$ cat src/rtl/led_pkg.sv
// Shared types and default timing for the WS2812 strip driver.
// GRB packing puts green in the MSBs because green is shifted out first.
package led_pkg;

    typedef enum logic [1:0] {
        RESET_WAIT,
        LOAD,
        SEND
    } state_e;

    localparam int COLOR_BITS = 24;
    localparam int DEF_T0H    = 40;
    localparam int DEF_T1H    = 80;
    localparam int DEF_BIT    = 125;
    localparam int DEF_RESET  = 6000;

    function automatic logic [COLOR_BITS-1:0] pack_grb(
        input logic [7:0] g,
        input logic [7:0] r,
        input logic [7:0] b
    );
        return {g, r, b};
    endfunction

endpackage

$ cat src/rtl/ws2812_bit_encoder.sv
// Shapes one WS2812 bit: high for T0H/T1H cycles, low for the rest.
// bit_done_o flags the final cycle so the next bit can start seamlessly.
module ws2812_bit_encoder #(
    parameter int T0H_CYCLES = 40,
    parameter int T1H_CYCLES = 80,
    parameter int BIT_CYCLES = 125
) (
    input  logic clk,
    input  logic rst,
    input  logic start_i,
    input  logic bit_i,
    output logic line_o,
    output logic bit_done_o
);

    localparam int CW = $clog2(BIT_CYCLES);
    localparam logic [CW-1:0] LAST = CW'(BIT_CYCLES - 1);

    logic [CW-1:0] cnt_q;
    logic          bit_q;
    logic          active_q;
    logic          line_q;

    function automatic logic high(input logic b, input logic [CW-1:0] c);
        return int'(c) < (b ? T1H_CYCLES : T0H_CYCLES);
    endfunction

    always_ff @(posedge clk) begin
        if (rst) begin
            cnt_q    <= '0;
            bit_q    <= 1'b0;
            active_q <= 1'b0;
            line_q   <= 1'b0;
        end else if (start_i) begin
            cnt_q    <= '0;
            bit_q    <= bit_i;
            active_q <= 1'b1;
            line_q   <= high(bit_i, '0);
        end else if (active_q) begin
            if (cnt_q == LAST) begin
                cnt_q    <= '0;
                active_q <= 1'b0;
                line_q   <= 1'b0;
            end else begin
                cnt_q  <= cnt_q + 1'b1;
                line_q <= high(bit_q, cnt_q + 1'b1);
            end
        end
    end

    assign line_o     = line_q;
    assign bit_done_o = active_q && (cnt_q == LAST);

endmodule

$ cat src/rtl/ws2812_strip_driver.sv
// Frame sequencer: latch period, then per-LED load and 24-bit GRB send.
// The request output is advanced at LOAD so the source has a full LED time to settle.
module ws2812_strip_driver
    import led_pkg::*;
#(
    parameter int NUM_LEDS          = 50,
    parameter int LED_ADDRESS_WIDTH = 6,
    parameter int T0H_CYCLES        = DEF_T0H,
    parameter int T1H_CYCLES        = DEF_T1H,
    parameter int BIT_CYCLES        = DEF_BIT,
    parameter int RESET_CYCLES      = DEF_RESET
) (
    input  logic                         clk,
    input  logic                         rst,
    input  logic [7:0]                   green_in,
    input  logic [7:0]                   red_in,
    input  logic [7:0]                   blue_in,
    input  logic                         color_valid,
    output logic [LED_ADDRESS_WIDTH-1:0] next_led_request,
    output logic                         data_out,
    output logic                         frame_done,
    output logic                         busy
);

    localparam int CNT_MAX = (BIT_CYCLES > RESET_CYCLES) ? BIT_CYCLES : RESET_CYCLES;
    localparam int CNT_W   = $clog2(CNT_MAX);
    localparam logic [CNT_W-1:0] RST_LAST = CNT_W'(RESET_CYCLES - 1);
    localparam logic [LED_ADDRESS_WIDTH-1:0] LED_LAST = LED_ADDRESS_WIDTH'(NUM_LEDS - 1);
    localparam logic [4:0] BIT_LAST = 5'(COLOR_BITS - 1);

    if (!(T0H_CYCLES < T1H_CYCLES && T1H_CYCLES < BIT_CYCLES)) begin : g_bad_timing
        $error("ws2812_strip_driver: need T0H < T1H < BIT");
    end
    if (LED_ADDRESS_WIDTH < $clog2(NUM_LEDS)) begin : g_bad_width
        $error("ws2812_strip_driver: LED_ADDRESS_WIDTH too small");
    end

    state_e                         state_q;
    logic [CNT_W-1:0]               cnt_q;
    logic [LED_ADDRESS_WIDTH-1:0]   led_q;
    logic [4:0]                     bidx_q;
    logic [COLOR_BITS-2:0]          shift_q;
    logic [LED_ADDRESS_WIDTH-1:0]   req_q;
    logic                           fd_q;
    logic                           busy_q;

    logic [COLOR_BITS-1:0] grb;
    logic                  start;
    logic                  enc_bit;
    logic                  line;
    logic                  bit_done;

    // MSB is fed straight to the encoder at LOAD; only the remaining bits are kept.
    always_comb begin
        grb     = pack_grb(green_in, red_in, blue_in);
        start   = 1'b0;
        enc_bit = shift_q[COLOR_BITS-2];
        if (state_q == LOAD) begin
            enc_bit = grb[COLOR_BITS-1];
            start   = color_valid;
        end else if (state_q == SEND && bit_done && bidx_q != BIT_LAST) begin
            start = 1'b1;
        end
    end

    always_ff @(posedge clk) begin
        if (rst) begin
            state_q <= RESET_WAIT;
            cnt_q   <= '0;
            led_q   <= '0;
            bidx_q  <= '0;
            shift_q <= '0;
            req_q   <= '0;
            fd_q    <= 1'b0;
            busy_q  <= 1'b0;
        end else begin
            fd_q <= 1'b0;
            unique case (state_q)
                RESET_WAIT: begin
                    req_q <= '0;
                    if (cnt_q == RST_LAST) begin
                        cnt_q   <= '0;
                        state_q <= LOAD;
                        busy_q  <= 1'b1;
                    end else begin
                        cnt_q <= cnt_q + 1'b1;
                    end
                end
                LOAD: begin
                    if (color_valid) begin
                        shift_q <= grb[COLOR_BITS-2:0];
                        req_q   <= (led_q == LED_LAST) ? '0 : led_q + 1'b1;
                        bidx_q  <= '0;
                        state_q <= SEND;
                    end
                end
                SEND: begin
                    if (bit_done) begin
                        if (bidx_q == BIT_LAST) begin
                            bidx_q <= '0;
                            if (led_q == LED_LAST) begin
                                fd_q    <= 1'b1;
                                led_q   <= '0;
                                cnt_q   <= '0;
                                busy_q  <= 1'b0;
                                state_q <= RESET_WAIT;
                            end else begin
                                led_q   <= led_q + 1'b1;
                                state_q <= LOAD;
                            end
                        end else begin
                            shift_q <= {shift_q[COLOR_BITS-3:0], 1'b0};
                            bidx_q  <= bidx_q + 1'b1;
                        end
                    end
                end
                default: begin
                    state_q <= RESET_WAIT;
                    cnt_q   <= '0;
                    busy_q  <= 1'b0;
                end
            endcase
        end
    end

    ws2812_bit_encoder #(
        .T0H_CYCLES(T0H_CYCLES),
        .T1H_CYCLES(T1H_CYCLES),
        .BIT_CYCLES(BIT_CYCLES)
    ) u_enc (
        .clk       (clk),
        .rst       (rst),
        .start_i   (start),
        .bit_i     (enc_bit),
        .line_o    (line),
        .bit_done_o(bit_done)
    );

    assign data_out         = line;
    assign next_led_request = req_q;
    assign frame_done       = fd_q;
    assign busy             = busy_q;

endmodule

$ cat config.mk
export PLATFORM = sky130hd
export DESIGN_NAME = ws2812_strip_driver
export DESIGN_NICKNAME = d
export VERILOG_FILES = /design/src/rtl/led_pkg.sv /design/src/rtl/ws2812_bit_encoder.sv /design/src/rtl/ws2812_strip_driver.sv
export SDC_FILE = /design/constraint.sdc
export NUM_CORES = 1
export LEC_CHECK = 0
export CAP_MARGIN = 20
export CORE_MARGIN = 5
export CORE_UTILIZATION = 30
export DETAILED_ROUTE_END_ITERATION = 8
export SLEW_MARGIN = 20
export SYNTH_ARGS = -nofsm -noshare
export SYNTH_HDL_FRONTEND = slang
export SYNTH_SLANG_ARGS = --single-unit
$ cat constraint.sdc
create_clock -name clk -period 2.3 [get_ports clk]
set_input_delay 0.46 -clock clk [delete_from_list [all_inputs] [get_ports clk]]
set_output_delay 0.46 -clock clk [all_outputs]
set_load 0.1 [all_outputs]
Word level (Yosys, flattened, before mapping)

Index checks and enable logic that the tools add are counted.

Register bits after elaboration: 67
Input bits: 27
Output and inout bits: 9
Logic and storage cells: 91

Add/sub/neg operators: 4
Order comparisons: 2
Equality and inequality tests: 13
Muxes and demuxes: 40
Bitwise logic cells: 4
Reductions and logical operators: 16

Operators with widths:

| cell                  | number |
|---|---|
| $mux 23               | 3 |
| $mux 13               | 4 |
| $pmux 23 s2           | 1 |
| $pmux 13 s3           | 1 |
| $lt 1x32->1 const A   | 1 |
| $lt 8x32->1           | 1 |
| $mux 7                | 3 |
| $mux 1                | 15 |
| $mux 5                | 3 |
| $add 13x1->13 const B | 1 |
| $eq 13x13->1 const B  | 1 |
| $mux 6                | 2 |
| $pmux 6 s2            | 1 |
| $reduce_and 4->1      | 3 |
| $pmux 5 s2            | 1 |
| $mux 2                | 4 |
| $ne 2x2->1 const B    | 4 |
| $add 7x1->7 const B   | 1 |
| $eq 7x7->1 const B    | 1 |
| $add 6x1->6 const B   | 1 |
| $eq 6x6->1 const B    | 1 |
| $pmux 2 s3            | 1 |
| $reduce_and 3->1      | 2 |
| $reduce_bool 2->1     | 3 |
| other kinds (14)      | 20 |

Logic depth before layout (Yosys ltp)

Gate-level depths: netlist of the first run.

Depth in word-level cells: 7
Gate-level depth with buffers: 9
Depth with buffers taken out: 9

Hierarchy

A second synthesis of the first run with hierarchy kept.

Cell total of the unflattened synthesis: 405
Area total of the unflattened synthesis: 3311.9 µm²

By module, submodules not included:

| module              | times used | cells each | area an instance (µm²) | sequential area each (µm²) |
|---|---|---|---|---|
| ws2812_strip_driver | 1          | 334        | 2732.6                 | 1141.1 |
| ws2812_bit_encoder  | 1          | 71         | 579.3                  | 200.2 |

Least setup slack after synthesis of the first run

OpenSTA, ideal clock, no wires.

Path type: register -> register
From: register bidx_q[0]
To: register cnt_q[7]
Arrival time: 1.902 ns
Data required time: 2.180 ns
Slack: 0.278 ns
Stages on the path, launching flop included: 7
Period minus slack after synthesis: 2.022 ns
Cells stage by stage: dfxtp_1 -> ha_1 -> nand4b_1 -> or4_4 -> o31a_1 -> buf_6 -> a211o_1

Word-level cells in the longest chain between the ends: 3

RTL lines:

| what                              | line                       | RTL |
|---|---|---|
| from (decl)                       | ws2812_strip_driver.sv:41  | `logic [4:0] bidx_q;` |
| from (signal assigned)            | ws2812_strip_driver.sv:113 | `bidx_q <= bidx_q + 1'b1;` |
| $eq 5x5->1                        | ws2812_strip_driver.sv:99  | `if (bidx_q == BIT_LAST) begin` |
| $ne 2x1->1 (no source line)       | --                         |  |
| $reduce_and 4->1 (no source line) | --                         |  |
| to (signal assigned)              | ws2812_strip_driver.sv:86  | `cnt_q <= cnt_q + 1'b1;` |
| to (decl)                         | ws2812_strip_driver.sv:39  | `logic [CNT_W-1:0] cnt_q;` |

Every way passes these cells.
A chain may end at the register's enable or synchronous reset.

Final worst setup path of the first run

From: register bidx_q[0]
To: register cnt_q[2]

Same word-level chain as after synthesis.

==> results.yml, run 1 <==
outcome:
  outcome: "finished clean"
pwr:
  p_per_area_nw_per_um2: 549.8
  leakagePower_nw: 1.413
  p_total_mw: 2.184
  ir_worst_vdd_uv: 248.2
clock_network:
  cts_buffers: 9
  ctsResizeCount: 0
  clkTransAtPathRegs_ps: 70
  cts_tree: "built"
  cts_root_buf: "clkbuf_8"
  clock_sinks: 67
  clk_latency_ps: 350
  clockBufferDepth: 2
  htreeDepth: 3
  hold_buffers: 0
  post_cts_buffers: 0
worst_setup_path:
  crit_path_max_fanout: 6
  rr_worst_depth: 7
  critPathKind: "reg -> reg"
  end_kind: "flop"
  reg2reg_from: "bidx_q[0]"
  critPathArrivalTime_ps: 2380
  r2r_end: "cnt_q[2]"
  worstSetupStartpointType: "flop"
  reg2reg_setup_slack_ps: 170
  crit_required_ps: 2540
route:
  vias_per_cell: 4.983
  firstDrtPassIters: 4
  drt_wl_total_mm: 7.610
  post_drt_wl_per_cell_um: 12.94
  drc: 0
  drtIter0Drc: 110
  vias: 2930
  final_antenna_net_count: 0
global_routing:
  grt_overflow_total: 0
  grt_pass1_vias: 2871
  antenna_found_initial: 0
  grt_pass1_wl_mm: 13.03
  gr-usage-all-layers_pct: 12.08
  grt_max_degree: 55
timing:
  finClkSkew_ps: 9.975
  slew_violations: 0
  finalCritPeriodShare_pct: 92.81
  clock.fmax_mhz: 468.5
  setup_slack_ps: 165.3
  rsz0062_at_grt: "no"
  maxSlewHeadroom_pct: 69.70
  worst_slew_pin_slew_ps: 452.9
  setup_viol: 0
  fin_crit_ps: 2135
  finalHoldViolations: 0
  setup_tns_ps: 0
synth:
  ys_warn_count: 0
  syn_nets: 444
  synth_ff_type: "dfxtp_1"
  ys_seq_area_share_pct: 40.73
  synth_edf_count: 0
  async_flop_share_pct: 0
  synth_area_per_cell_um2: 8.071
  postSynthCellCount: 408
  synth.distinct_cells: 56
  netlist_area_um2: 3293
  ys_ff_latch: 67
floorplanning:
  dieArea_um2: 13170
  start_util_pct: 30.51
  core-area_um2: 10790
  fp-row-count: 38
  fp.dieH_um: 114.8
  dieWidth_um: 114.8
  ios: 36
place:
  dpl.hpwl_mm: 5.433
  placed_cell_area_um2: 3796
  routabilityCongestion: 0.8282
  io_buffers: 35
  pre_cts_ws_ps: 145.8
worst_hold_path:
  min_to: "next_led_request[4]"
  hold_class: "reg -> reg"
  hold_depth: 2
  hold_start: "next_led_request[4]"
finish:
  nets: 480
  fillers: 1108
  layout-drive-gt1-share_pct: 11.61
  fin_area_um2: 3971
  antenna_cells: 0
  area_growth_pct: 20.59
job:
  drv_cap: 0
[placed cells by master, fill, tap and decap left out, types with 2 or more instances in the layout]
cell type	count
xnor2_1	5
dfxtp_1	67
nor3_1	21
a311oi_1	24
nand2_1	65
nor2_1	56
mux2i_1	6
a22oi_1	4
o21a_1	2
nand3b_1	2
a21oi_1	26
clkbuf_8	9
ha_1	9
nand4b_1	4
or3_1	3
and4bb_2	2
a211oi_1	2
clkbuf_1	3
buf_4	26
or4_1	3
clkdlybuf4s50_1	25
nand2b_1	3
o21ai_0	9
and3_1	3
inv_1	10
xor2_1	5
a32oi_1	3
a21o_1	2
clkinv_2	2
o211ai_1	2
nand3_1	14
nand4_1	4
[report_power, final]
group	leakage [nW]	total (mW)	switching, mW	internal [mW]
logic	0.783	0.0952	0.0414	0.0538
clock network	0.0902	0.918	0.425	0.492
registers	0.540	1.17	0.00592	1.16
total	1.41	2.18	0.473	1.71
[state kept, by name, indices dropped and copies added (netlist names)]
| name | cells |
|---|---|
| led_q | 6 |
| u_enc.active_q | 1 |
| busy | 1 |
| u_enc.cnt_q | 7 |
| frame_done | 1 |
| state_q | 2 |
| cnt_q | 13 |
| shift_q | 23 |
| bidx_q | 5 |
| next_led_request | 6 |
| u_enc.line_o | 1 |
| u_enc.bit_q | 1 |
[per-layer routing]
layer	vias up	GRT usage, %	wire length, um
met3	10	2.789	191
li1	1532	-	-
met5	-	0	0
met1	1360	15.50	3688
met4	0	4.695	96
met2	28	19.75	3633
[cell usage after synthesis, drive strengths merged, types with 2 or more instances]
library cell	instances	share of area [%]
a22oi	4	0.91
clkbuf	18	2.1
and4bb	2	0.76
a311oi	24	6.4
nor2	56	6.4
nand4	5	1.1
ha	9	3.4
nand2b	3	0.57
a32oi	3	0.80
xor2	5	1.3
inv	11	1.3
o21a	2	0.46
and3	4	0.80
buf	10	2.2
a21o	2	0.46
or3	3	0.57
a211oi	2	0.46
o21ai	9	1.4
nor3	21	3.2
and4	2	0.57
or4	4	1.0
mux2i	6	1.8
o31a	2	0.57
nand4b	4	1.1
xnor2	5	1.3
nand2	65	7.4
nand3	14	2.1
o211ai	2	0.46
dfxtp	67	41
nand3b	2	0.46
a21oi	26	4.0
[worst max path at each step]
stage	startpoint	endpoint	slack, ps	cells past startpoint
5_1_grt	bidx_q[0]	cnt_q[2]	10	7
2_1_floorplan	bidx_q[0]	cnt_q[7]	280	6
3_5_place_dp	color_valid	shift_q[17]	150	6
6_report	bidx_q[0]	cnt_q[2]	170	7
3_3_place_gp	color_valid	shift_q[21]	210	6
4_1_cts	bidx_q[0]	cnt_q[8]	150	7
[logic make-up after synthesis]
logic type	Yosys count	share of synthesized area [%]
adder cells (fa/ha/maj)	9	3.420
multiplexers	6	1.824
buffers and inverters	39	5.585
flip-flops	67	40.73
XOR/XNOR	10	2.659
AO/OA/AOI/OAI	86	18.43
AND/OR/NAND/NOR	191	27.36
[area by class of cell]
class,instances,area [um2],share of cell area [%]
Sequential cell,67,1341,33.77
Clock inverter,3,40.04,1.008
Tap cell,140,175.2,4.411
Multi-Input combinational cell,302,1768,44.52
Clock buffer,12,135.1,3.403
Inverter,11,41.29,1.040
Timing Repair Buffer,53,470.5,11.85
[critical path, stage by stage, from the launching register on]
cell      delay [ps]
dfxtp_1          360
ha_1             240
nand4b_1         150
or4_4            480
o31a_1           380
buf_4            190
a21oi_1          130
mux2i_1           90
[through the flow]
step                      hold WS (ps)  util [%]  std cells
after floorplan                  432.2         -        408
after global placement           440.8     35.17        573
after detailed placement         451.0     35.17        573
after CTS                        461.6     36.80        588
after global routing             467.7     36.80        588
final                            461.5     36.80        588
No activity file was read; power rests on OpenSTA's default activity.
==> run 2: changes to the inputs <==
- RECOVER_POWER: default -> 50
==> results.yml, run 2 (synthesis gave the netlist of run 1 again) <==
outcome:
  outcome: "finished clean"
place:
  dpl.hpwl_mm: 5.433
  pre_cts_ws_ps: 145.8
  routabilityCongestion: 0.8282
  io_buffers: 35
finish:
  final_cell_mix: "dfxtp_1 (67), nand2_1 (65), nor2_1 (56)"
  nets: 480
  layout-drive-gt1-share_pct: 10.27
  fillers: 1116
  fin_util_pct: 36.34
  seq_area_um2: 1341
  biggestRegsByFlops: "shift_q (23), cnt_q (13), u_enc.cnt_q (7)"
  layout_commonest_cell: "dfxtp_1"
  largest_reg_flops: 23
  largest_register: "shift_q"
  antenna_cells: 0
  area_growth_pct: 19.11
  multi_input_comb_area_um2: 1768
route:
  firstDrtPassIters: 5
  vias_per_cell: 4.981
  drt_wl_total_mm: 7.686
  drtIter0Drc: 113
  post_drt_wl_per_cell_um: 13.07
  vias: 2929
  final_antenna_net_count: 0
  drc: 0
pwr:
  leakagePower_nw: 1.387
  p_total_mw: 2.185
  p_per_area_nw_per_um2: 557.0
  ir_worst_vdd_uv: 246.9
global_routing:
  grt_overflow_total: 0
  gr-usage-all-layers_pct: 12.08
  grt_pass1_wl_mm: 13.03
  grt_pass1_vias: 2871
  grt_max_degree: 55
  antenna_found_initial: 0
clock_network:
  htreeDepth: 3
  clock_sinks: 67
  cts_tree: "built"
  hold_buffers: 0
  clockBufferDepth: 2
  cts_buffers: 9
  clk_latency_ps: 350
  cts_root_buf: "clkbuf_8"
  post_cts_buffers: 0
  ctsResizeCount: 0
  clkTransAtPathRegs_ps: 70
worst_setup_path:
  critPathArrivalTime_ps: 2380
  reg2reg_from: "bidx_q[0]"
  end_kind: "flop"
  worstSetupStartpointType: "flop"
  r2r_end: "cnt_q[2]"
  crit_required_ps: 2540
  crit_path_max_fanout: 6
  reg2reg_setup_slack_ps: 160
  rr_worst_depth: 7
  critPathKind: "reg -> reg"
timing:
  setup_tns_ps: 0
  setup_slack_ps: 160.4
  rsz0062_at_grt: "no"
  finClkSkew_ps: 10.03
  worst_slew_pin_slew_ps: 1167
  clock.fmax_mhz: 467.4
  setup_viol: 0
  slew_violations: 0
  maxSlewHeadroom_pct: 22.54
  finalCritPeriodShare_pct: 93.03
  fin_crit_ps: 2140
  finalHoldViolations: 0
worst_hold_path:
  hold_class: "reg -> reg"
  hold_depth: 2
  hold_start: "next_led_request[4]"
  min_to: "next_led_request[4]"
floorplanning:
  fp-row-count: 38
  start_util_pct: 30.51
  dieWidth_um: 114.8
  fp.dieH_um: 114.8
  core-area_um2: 10790
  dieArea_um2: 13170
  ios: 36
job:
  drv_cap: 0
## run 2: changes by cell type in the layout (fill, tap and decap cells not counted), sizes merged
cell	delta
buf	-13
clkbuf	+13
clkdlybuf4s50	-1
dlygate4sd3	+1
## run 2: worst max-delay path: stages (launching register included)
cell and delay, ps:
dfxtp_1 370, ha_1 240, nand4b_1 150, or4_4 480, o31a_1 390, buf_4 190, a21oi_1 130, mux2i_1 90
## run 2: power breakdown
part           switching, mW  internal, mW
Clock                  0.427         0.492
Combinational         0.0411        0.0534
Sequential           0.00584          1.16
## run 2: worst max-delay path by stage
stage,start,endpoint,slack [ps],depth (start not counted)
after floorplan,bidx_q[0],cnt_q[7],280,6
final,bidx_q[0],cnt_q[2],160,7
after global placement,color_valid,shift_q[21],210,6
after CTS,bidx_q[0],cnt_q[8],150,7
after detailed placement,color_valid,shift_q[17],150,6
after global routing,bidx_q[0],cnt_q[2],10,7
## run 2: per-layer routing
layer | GRT usage [%] | vias to the layer above | part of all wire, % | wire (um)
li1 | - | 1532 | - | -
met1 | 15.50 | 1359 | 48 | 3652
met2 | 19.75 | 30 | 48 | 3725
met3 | 2.789 | 8 | 2.9 | 222
met4 | 4.695 | 0 | 1.1 | 85
met5 | 0 | - | 0 | 0
## run 2: through the flow
step | instance area, um2 | hold WS [ps] | cells
floorplan | 3293 | 432.2 | 408
global placement | 3796 | 440.8 | 573
detailed placement | 3796 | 451.0 | 573
CTS | 3971 | 461.6 | 588
global route | 3923 | 467.7 | 588
finish | 3923 | 457.6 | 588
## run 2: final cells by class
class / count / share of cell area [%]
Clock inverter: 3 / 1.021
Sequential cell: 67 / 34.19
Multi-Input combinational cell: 302 / 45.07
Inverter: 11 / 1.053
Timing Repair Buffer: 53 / 10.75
Tap cell: 140 / 4.466
Clock buffer: 12 / 3.445
